<file path="src/rtl/router_pkg.sv">
// Shared definitions for the router output arbiter: FSM states, header field
// position, default stall timeout and round-robin helpers.
package router_pkg;

  typedef enum logic [2:0] {
    IDLE,
    HDR_RD,
    HDR_WAIT,
    BODY,
    DRAIN
  } state_t;

  localparam int unsigned NUM_PORTS       = 3;
  localparam int unsigned LEN_MSB         = 7;
  localparam int unsigned LEN_LSB         = 2;
  localparam int unsigned LEN_W           = LEN_MSB - LEN_LSB + 1;
  localparam int unsigned STALL_LIMIT_DEF = 30;

  // Port index p advanced by off, modulo the port count.
  function automatic logic [1:0] port_wrap(input logic [1:0] p, input int unsigned off);
    int unsigned s;
    s = {30'd0, p} + off;
    if (s >= NUM_PORTS) s = s - NUM_PORTS;
    return 2'(s);
  endfunction

  // First requesting port at or after start, wrapping around.
  function automatic logic [1:0] rr_pick(input logic [2:0] req, input logic [1:0] start);
    logic [1:0] pick;
    logic [1:0] idx;
    pick = start;
    for (int unsigned k = NUM_PORTS; k > 0; k--) begin
      idx = port_wrap(start, k - 1);
      if (req[idx]) pick = idx;
    end
    return pick;
  endfunction

  function automatic logic [2:0] port_onehot(input logic [1:0] p);
    return 3'b001 << p;
  endfunction

endpackage

</file>
<file path="src/rtl/router_skid_buf.sv">
// Two-entry in-order output buffer feeding the link; head entry drives the
// output and only moves on a pop, so data holds while the link stalls.
module router_skid_buf #(
  parameter int unsigned DATA_WIDTH = 8
) (
  input  logic                  clock,
  input  logic                  reset,
  input  logic                  push,
  input  logic                  pop,
  input  logic [DATA_WIDTH-1:0] push_data,
  output logic [1:0]            count,
  output logic [DATA_WIDTH-1:0] data
);

  logic [DATA_WIDTH-1:0] head;
  logic [DATA_WIDTH-1:0] tail;

  // Shift-style storage: head is the oldest byte, tail the next one.
  always_ff @(posedge clock or posedge reset) begin
    if (reset) begin
      head  <= '0;
      tail  <= '0;
      count <= '0;
    end else begin
      case ({push, pop})
        2'b10: begin
          if (count == 2'd0) head <= push_data;
          else               tail <= push_data;
          count <= count + 2'd1;
        end
        2'b01: begin
          head  <= tail;
          count <= count - 2'd1;
        end
        2'b11: begin
          if (count == 2'd1) begin
            head <= push_data;
          end else begin
            head <= tail;
            tail <= push_data;
          end
        end
        default: ;
      endcase
    end
  end

  assign data = head;

endmodule

</file>
<file path="src/rtl/router_out_arb.sv">
// Output-link arbiter: round-robin picks one of three FIFOs, streams a whole
// packet (header, payload, parity) through a 2-entry buffer, aborts a packet
// whose FIFO starves for STALL_LIMIT cycles.
module router_out_arb
  import router_pkg::*;
#(
  parameter int unsigned DATA_WIDTH  = 8,
  parameter int unsigned STALL_LIMIT = STALL_LIMIT_DEF
) (
  input  logic                  clock,
  input  logic                  reset,
  input  logic [2:0]            fifo_empty,
  input  logic [DATA_WIDTH-1:0] fifo_dout_0,
  input  logic [DATA_WIDTH-1:0] fifo_dout_1,
  input  logic [DATA_WIDTH-1:0] fifo_dout_2,
  output logic [2:0]            read_enb,
  output logic [2:0]            soft_reset,
  output logic [2:0]            grant,
  output logic [DATA_WIDTH-1:0] out_data,
  output logic                  out_valid,
  input  logic                  out_ready,
  output logic                  pkt_done
);

  localparam int unsigned RW = LEN_W + 1;
  localparam int unsigned SW = $clog2(STALL_LIMIT + 1);
  localparam logic [RW-1:0] ONE_R     = RW'(1);
  localparam logic [SW-1:0] STALL_MAX = SW'(STALL_LIMIT);

  state_t          state, state_d;
  logic [2:0]      grant_q, grant_d;
  logic [1:0]      port_q, port_d;
  logic [1:0]      rr_q, rr_d;
  logic [RW-1:0]   rem_q, rem_d;
  logic [SW-1:0]   stall_q, stall_d;
  logic            abort_q, abort_d;
  logic            rd_pend_q;

  logic [1:0]            buf_count;
  logic [DATA_WIDTH-1:0] buf_data;
  logic                  pop;
  logic [2:0]            occ;
  logic                  credit;
  logic                  sel_empty;
  logic [DATA_WIDTH-1:0] sel_dout;
  logic [RW-1:0]         hdr_total;

  router_skid_buf #(.DATA_WIDTH(DATA_WIDTH)) u_skid (
    .clock     (clock),
    .reset     (reset),
    .push      (rd_pend_q),
    .pop       (pop),
    .push_data (sel_dout),
    .count     (buf_count),
    .data      (buf_data)
  );

  assign out_valid = (buf_count != 2'd0);
  assign out_data  = buf_data;
  assign pop       = out_valid & out_ready;
  assign grant     = grant_q;

  // A byte leaving this cycle frees its slot in time for a new read, which
  // is what sustains one byte per cycle with the link always ready.
  assign occ    = {1'b0, buf_count} + {2'b00, rd_pend_q} - {2'b00, pop};
  assign credit = (occ < 3'd2);

  assign sel_empty = |(fifo_empty & grant_q);
  assign hdr_total = {1'b0, sel_dout[LEN_MSB:LEN_LSB]} + ONE_R;

  // Read data of the currently granted FIFO.
  always_comb begin
    case (port_q)
      2'd1:    sel_dout = fifo_dout_1;
      2'd2:    sel_dout = fifo_dout_2;
      default: sel_dout = fifo_dout_0;
    endcase
  end

  // Next-state, strobes and packet bookkeeping.
  always_comb begin
    state_d    = state;
    grant_d    = grant_q;
    port_d     = port_q;
    rr_d       = rr_q;
    rem_d      = rem_q;
    stall_d    = '0;
    abort_d    = abort_q;
    read_enb   = '0;
    soft_reset = '0;
    pkt_done   = 1'b0;
    case (state)
      IDLE: begin
        if (fifo_empty != 3'b111) begin
          port_d  = rr_pick(~fifo_empty, rr_q);
          grant_d = port_onehot(port_d);
          state_d = HDR_RD;
        end
      end
      HDR_RD: begin
        if (!sel_empty && credit) begin
          read_enb = grant_q;
          state_d  = HDR_WAIT;
        end
      end
      HDR_WAIT: begin
        // The header is on fifo_dout now; length+1 is always >= 1, so the
        // first post-header read is issued here to avoid a bubble.
        rem_d = hdr_total;
        if (!sel_empty && credit) begin
          read_enb = grant_q;
          rem_d    = hdr_total - ONE_R;
        end
        state_d = (rem_d == '0) ? DRAIN : BODY;
      end
      BODY: begin
        if (stall_q == STALL_MAX) begin
          soft_reset = grant_q;
          abort_d    = 1'b1;
          rem_d      = '0;
          state_d    = DRAIN;
        end else if (rem_q == '0) begin
          state_d = DRAIN;
        end else if (sel_empty) begin
          stall_d = stall_q + SW'(1);
        end else if (credit) begin
          read_enb = grant_q;
          rem_d    = rem_q - ONE_R;
          if (rem_q == ONE_R) state_d = DRAIN;
        end
      end
      DRAIN: begin
        if (!rd_pend_q && ((buf_count == 2'd0) || ((buf_count == 2'd1) && pop))) begin
          pkt_done = !abort_q && (buf_count == 2'd1);
          grant_d  = '0;
          rr_d     = port_wrap(port_q, 1);
          abort_d  = 1'b0;
          state_d  = IDLE;
        end
      end
      default: state_d = IDLE;
    endcase
  end

  // State and bookkeeping registers.
  always_ff @(posedge clock or posedge reset) begin
    if (reset) begin
      state     <= IDLE;
      grant_q   <= '0;
      port_q    <= '0;
      rr_q      <= '0;
      rem_q     <= '0;
      stall_q   <= '0;
      abort_q   <= 1'b0;
      rd_pend_q <= 1'b0;
    end else begin
      state     <= state_d;
      grant_q   <= grant_d;
      port_q    <= port_d;
      rr_q      <= rr_d;
      rem_q     <= rem_d;
      stall_q   <= stall_d;
      abort_q   <= abort_d;
      rd_pend_q <= |read_enb;
    end
  end

endmodule
</file>
<file path="config.mk">
export PLATFORM = sky130hd
export DESIGN_NAME = router_out_arb
export DESIGN_NICKNAME = d
export VERILOG_FILES = /design/src/rtl/router_pkg.sv /design/src/rtl/router_skid_buf.sv /design/src/rtl/router_out_arb.sv
export SDC_FILE = /design/constraint.sdc
export NUM_CORES = 1
export LEC_CHECK = 0
export CORE_AREA = 2 2 65 92
export DETAILED_ROUTE_END_ITERATION = 10
export DIE_AREA = 0 0 67 94
export PLACE_DENSITY_LB_ADDON = 0.12
export SLEW_MARGIN = 40
export SYNTH_ARGS = -nofsm -noshare
export SYNTH_HDL_FRONTEND = slang
export SYNTH_SLANG_ARGS = --single-unit
</file>
<file path="constraint.sdc">
create_clock -name clock -period 3.4 [get_ports clock]
set_clock_uncertainty 0.05 [all_clocks]
set_input_delay 0.51 -clock clock [delete_from_list [all_inputs] [get_ports clock]]
set_output_delay 0.51 -clock clock [all_outputs]
set_load 0.01 [all_outputs]
</file>
After elaboration in Yosys (flattened, before gate mapping)
Index checks and enable logic that the tools add are counted.
W data, S select, Z words.
- add/subtract/negate cells: 15
- magnitude comparators: 8
- equality and inequality tests: 26
- shift-type cells: 1
- multiplexer cells: 65
- bitwise operators: 3
- reductions and logical operators: 30
- operators with widths (cell ; count):
    $mux W3 ; 17
    $mux W7 ; 6
    $mux W8 ; 4
    $pmux W8 S2 ; 2
    $mux W2 ; 15
    $pmux W8 S3 ; 1
    $mux W5 ; 4
    $pmux W3 S5 ; 1
    $logic_not A7 Y1 ; 2
    $ne A2 B2 Y1 const B ; 7
    $pmux W7 S2 ; 1
    $sub A7 B1 Y7 const B ; 2
    $ne A3 B3 Y1 const B ; 4
    $ne A4 B4 Y1 const B ; 3
    $pmux W3 S2 ; 2
    $reduce_bool A2 Y1 ; 6
    $ge A3 B2 Y1 const B ; 3
    $lt A2 B3 Y1 const B ; 3
    $reduce_and A3 Y1 ; 3
    $sub A2 B2 Y2 const B ; 4
    $add A6 B1 Y7 const B ; 1
    $eq A7 B1 Y1 const B ; 1
    $mux W1 ; 7
    $add A2 B1 Y3 const B ; 2
    other kinds (32) ; 47
- register bits after elaboration: 42
- input port bits: 30
- output and inout port bits: 19
- logic and storage cells: 159

Logic depth before layout (Yosys ltp)
- depth in word-level cells: 15
- gate-level depth with buffers: 16
- depth with buffers taken out: 15

Cells and area by module
From an unflattened synthesis, not the netlist that was laid out.
- cells, all modules: 343
- area total of the unflattened synthesis: 2995.4 µm²
- modules (own cells, without submodules) (module ; instances ; cells an instance ; area an instance (µm²) ; seq. area each (µm²)):
    router_out_arb ; 1 ; 252 ; 2029.4 ; 600.6
    router_skid_buf ; 1 ; 91 ; 965.9 ; 450.4

Least setup slack after synthesis
OpenSTA, ideal clock, no wires.
- path type: reg2out
- from: register u_skid.count[1]
- to: output read_enb[0]
- arrival time: 2747 ps
- data required time: 2840 ps
- setup slack: 93 ps
- stages on the path, launching flop included: 14
- buffers on the path: 1
- path through: dfrtp_1 > inv_1 > ha_1 > inv_1 > nand2_1 > inv_1 > ha_1 > nand2b_1 > fa_1 > xnor2_1 > nand3_1 > buf_2 > nor4_1 > and2_1
- cells in the longest elaborated chain, start to end: 9
- elaborated cells between the ends (all ways): 12
- classes of those cells: 2 x add/sub; 1 x order compare; 6 x mux; 1 x bitwise; 2 x reduce/logical
- RTL lines (item ; line ; source):
    start, declared ; router_skid_buf.sv:11 ; output logic [1:0] count,
    start signal, assigned ; router_skid_buf.sv:29 ; count <= count + 2'd1;
    start signal, assigned ; router_skid_buf.sv:33 ; count <= count - 2'd1;
    $reduce_bool A2 Y1 (*) ; router_out_arb.sv:58 ; assign out_valid = (buf_count != 2'd0);
    via out_valid ; router_out_arb.sv:20 ; output logic out_valid,
    $and A1 B1 Y1 (*) ; router_out_arb.sv:60 ; assign pop = out_valid & out_ready;
    $sub A3 B1 Y3 (*) ; router_out_arb.sv:65 ; assign occ = {1'b0, buf_count} + {2'b00, rd_pend_q} - {2'b00, pop};
    $lt A3 B2 Y1 (*) ; router_out_arb.sv:66 ; assign credit = (occ < 3'd2);
    $mux W3 ; router_out_arb.sv:126 ; end else if (credit) begin
    $mux W3 ; router_out_arb.sv:124 ; end else if (sel_empty) begin
    $mux W3 ; router_out_arb.sv:122 ; end else if (rem_q == '0) begin
    $mux W3 ; router_out_arb.sv:117 ; if (stall_q == STALL_MAX) begin
    $pmux W3 S2 (*) ; router_out_arb.sv:92 ; case (state)
    end, declared ; router_out_arb.sv:16 ; output logic [2:0] read_enb,
Mark *: on every way through the listed nets, which the timed path passes. The rest lies on a longest branch.

Final worst setup path
- from: register u_skid.count[1]
- to: output read_enb[0]
- cells in the longest elaborated chain, start to end: 9
- elaborated cells between the ends (all ways): 12
- classes of those cells: 2 x add/sub; 1 x order compare; 6 x mux; 1 x bitwise; 2 x reduce/logical
- RTL lines (item ; line):
    branches (longest 2 deep; another with $add A2 B1 Y3) ; -
    $sub A3 B1 Y3 (*) ; router_out_arb.sv:65
    $lt A3 B2 Y1 (*) ; router_out_arb.sv:66
    $mux W3 ; router_out_arb.sv:126
    $mux W3 ; router_out_arb.sv:124
    $mux W3 ; router_out_arb.sv:122
    $mux W3 ; router_out_arb.sv:117
    $pmux W3 S2 (*) ; router_out_arb.sv:92
Every way passes the cells marked *.

==> results <==
- The run finished with clean final reports.
- The highest cell delay on the worst timing path is 0.40 ns.
- Yosys mapped a number of flops with a built-in enable equal to 0.
- Of the total power, the clock network draws 0.086.
- Setup repair after global routing could not meet its margin everywhere.
- The top cell type by total area after synthesis is sky130_fd_sc_hd__dfrtp_1.
- The analysis attributes to net switching a power of 1.66 mW.
- The number of buffer cells added on primary ports is 48.
- The max-slew violation count was 0.
- The insertion delay of the later-clocked pin in the worst-skew pair is 0.30 ns.
- The synthesized cell area is 0.00289 mm^2.
- The master cell of the clock root buffer is sky130_fd_sc_hd__clkbuf_8.
- The number of sinks driven by the clock tree is 42.
- The area share of the largest cell type after synthesis is 0.364.
- The sequential fraction of the synthesis area is 0.364.
- The share of power burned in combinational logic is 0.683.
- On the critical path the largest part of the delay comes from adder cells.
- The register bit total from synthesis is 42.
- The residual overflow from global routing is 0.
- The largest fanout of any net on the critical path is 4.
- The fraction of layout cells with a size suffix above 1 is 0.188.
- The initial standard-cell utilization of the core is 0.531.
- The number of nets in the layout is 446.
- The maximum number of pins on one net before global-route repair is 43.
- At the end of routability-driven placement, the weighted congestion stood at 0.795.
- Timing would allow up to 302 MHz.
- Counting flops with an async set or reset pin after synthesis yields a share of 1.00.
- The routed design uses 3.84 mm of met2 wire.
- In this run, CTS created clock tree buffers numbering 5.
- The number of rows created at floorplan is 32.
- The sort of element at the end of the critical path is an output port.
- The cell type of the slowest stage on the worst timing path is sky130_fd_sc_hd__fa_2.
- The hold violation count in the final report is 0.
- The share of total power dissipated in sequential elements is 0.232.
- After layout, the design draws a total of 3.65 mW.
- The time the worst path needs with I/O delays and setup is 3.31 ns.
- The TritonCTS clock tree is done.
- The number of search-and-repair iterations in the first detailed-routing pass is 4.
- Across the run, the number of max-cap violations was 0.
- The length of routed wiring on met1 is 2.81 mm.
- The wire-length estimate of the detail-placed layout is 5.42 mm.
- The area of the die is 0.00630 mm^2.
- The initial antenna violation count is 0.
- The top metal layer carrying routed signals is met4.
- The first global-routing pass estimated 11.8 mm of wire.
- For this block, the via count after detailed routing is 2,630.
- The internal power summed over all cells is 1.99 mW.
- Setup slack on the critical path of the routed design comes to 0.0933 ns.
- The count of nets left with antenna violations once routing finished came out at 0.
- In the final routed layout, each cell accounts on average for 15.0 um.
- The static power due to leakage is 1.63 nW.
- The portion of the clock cycle consumed by the worst path in the final layout is 0.973.
- The maximum clock insertion buffer count is 2.
- In this run, post-CTS hold repair placed 0 buffers.
- At the pin with the least slew margin, the transition time is 0.539 ns.
- The critical path contains buffers and inverters numbering 5 combined.
- The critical path is of the reg -> out type.
- Power spread over the standard cell area amounts to 972 mW/mm^2.
- The worst slack at placement is -0.498 ns.
- In the routed design, unresolved DRC markers number 0.
- The count of cell types in the netlist is 57.
- 49 I/O pins were placed.
- The worst slew margin relative to its limit is 0.641.
- The synthesized area per cell is 8.84 um^2.
- The cell area after layout is 0.00375 mm^2.
- STA classifies the critical path startpoint as a flip-flop.
- The post-synthesis to final-layout area growth is 29.7%.
- Hold timing on the final database bottoms out at a slack of 0.433 ns.
- Once placement finished, the instance area stood at 0.00358 mm^2.
- Setup violations remaining at the end of the flow were counted as 0.
- The total routed wirelength is 7.02 mm.
- In the synthesized netlist the dominant register cell turns out to be sky130_fd_sc_hd__dfrtp_1.
- The average vias per placed instance is 5.63.
- CTS built an H-tree with a depth of 2.
- At the worst endpoint, the required time is 2.84 ns.
- The clock edge transition at the registers on the reported setup and hold paths is 0.07 ns.
- Synthesis produced a netlist with a net count of 374.
- Among all cell types in the netlist, the one instantiated most often is sky130_fd_sc_hd__dfrtp_1.
- By area the synthesized netlist is led by sky130_fd_sc_hd__dfrtp_1 36%, sky130_fd_sc_hd__ha_1 6.9%, sky130_fd_sc_hd__o21ai_0 5.4%.
- In this run the vertical extent of the chip is 94 um.
- The worst voltage drop across the vdd grid is 0.000570 V.
- The number of global-route vias before repair is 2,628.
- In this run, the number of DRC markers left after iteration 0 of detailed routing was 105.
- The origin of the worst min-delay path is u_skid.data[6]$_DFFE_PP0P_.
- The core outline area is 0.00545 mm^2.
- The number of warnings issued by yosys is 0.
- The commonest cells after synthesis are 42 x sky130_fd_sc_hd__dfrtp_1, 31 x sky130_fd_sc_hd__nand2_1, 31 x sky130_fd_sc_hd__o21ai_0, 30 x sky130_fd_sc_hd__nor2_1, 18 x sky130_fd_sc_hd__a21oi_1.
- The dominant cell type by count on the critical path is sky130_fd_sc_hd__inv_2.
- The overall global routing resource usage is 0.241.
- The number of antenna diodes in the final layout is 0.
- Walking the worst path, the cells encountered are inv_2 > ha_4 > inv_2 > nand2_2 > inv_2 > ha_4 > nand2b_4 > fa_2 > xnor2_2 > nand3_2 > nor4_2 > buf_4 > and2_4 > buf_6.
- The critical path starts at u_skid.count[1]$_DFFE_PP0P_.
- From left edge to right edge, the die measures 67 um.
- Of the total power, the share spent switching nets is 0.454.
- The arrival time of data at the critical path endpoint is 2.75 ns.
- The number of cells produced by synthesis is 327.
- The path class of the tightest hold or removal check is reg -> reg.
- The worst register-to-register path begins at u_skid.count[1]$_DFFE_PP0P_.
- The sum of met3 wire segment lengths after detailed routing is 224 um.
[metal layers]
layer,track usage,up-vias
met1,0.274,1246
met3,0.0312,11
met2,0.446,58
met5,0,-
met4,0.0833,0
li1,-,1315
[power by group through the flow]
stage / logic [mW] / clock network [mW] / registers, mW
after floorplan: 1.65 / 0 / 0.842
after global placement: 2.31 / 0 / 0.839
after detailed placement: 2.37 / 0 / 0.846
after CTS: 2.42 / 0.317 / 0.842
after global routing: 2.77 / 0.335 / 0.873
final: 2.49 / 0.312 / 0.845
[worst paths after layout]
check	end	slack, ns	cells past startpoint
max	read_enb[0]	0.09	14
min	u_skid.data[6]$_DFFE_PP0P_	0.43	2
max reg2reg	state[1]$_DFFE_PP0P_	0.24	16
min reg2reg	u_skid.data[6]$_DFFE_PP0P_	0.43	2
max in group asynchronous	port_q[1]$_DFFE_PP0P_	2.34	3
min in group asynchronous	stall_q[1]$_DFF_PP0_	0.58	3
[worst reg2reg max path: cells and delay by family (launching register included)]
family,cells,cell delay (ns)
and+or+nand+nor,4,0.46
DFF,1,0.39
buffers and inverters,5,0.51
xor gates and xnor gates,1,0.17
adders and majority gates,3,0.76
AOI/OAI and AO/OA,3,0.72
[cells by family (layout without fill, tap and decap cells)]
kind of cell | count (synthesis) | count (layout) | synth area share
flip-flops | 42 | 42 | 0.364
AND/OR/NAND/NOR | 113 | 113 | 0.197
adder cells (fa/ha/maj) | 17 | 17 | 0.0762
AO/OA/AOI/OAI | 101 | 101 | 0.232
XOR/XNOR | 13 | 13 | 0.0394
buffers and inverters | 28 | 100 | 0.0424
multiplexers | 13 | 13 | 0.0502
[metrics by stage]
step,std cells,TNS [ns],util
2_1_floorplan,327,0,-
3_3_place_gp,457,-1.27,0.658
3_5_place_dp,457,-1.64,0.658
4_1_cts,465,0,0.675
5_1_grt,467,-0.0746,0.689
6_report,467,0,0.689
[area by class of cell]
cell class | count | area, um^2
clock buffer | 7 | 76.3
fill | 464 | 1700
inverter | 18 | 67.6
multi-input combinational | 257 | 1780
sequential | 42 | 1050
tap | 68 | 85.1
timing repair buffer | 75 | 689
[cells in the final DEF (no fill, tap or decap), drive strengths merged, types with 10 or more instances in the layout]
cell	count
buf	30
dfrtp	42
clkdlybuf4s50	44
a22oi	15
ha	16
o21ai	35
nor2	30
nand2	31
mux2	12
a21oi	19
inv	18
and2	10
xnor2	11
[flip-flops by register name, indices dropped and copies added (netlist names)]
| name | count |
|---|---|
| rd_pend_q | 1 |
| rr_q | 2 |
| stall_q | 5 |
| port_q | 2 |
| abort_q | 1 |
| state | 3 |
| grant | 3 |
| rem_q | 7 |
| u_skid.tail | 8 |
| u_skid.data | 8 |
| u_skid.count | 2 |
[what timing repair did]
action	CTS	global route
gates cloned	0	0
endpoints found under the setup margin	3	5
resized for setup	19	13
pin swaps	3	7
setup buffers	1	2
Power figures use the tool's default switching activity.
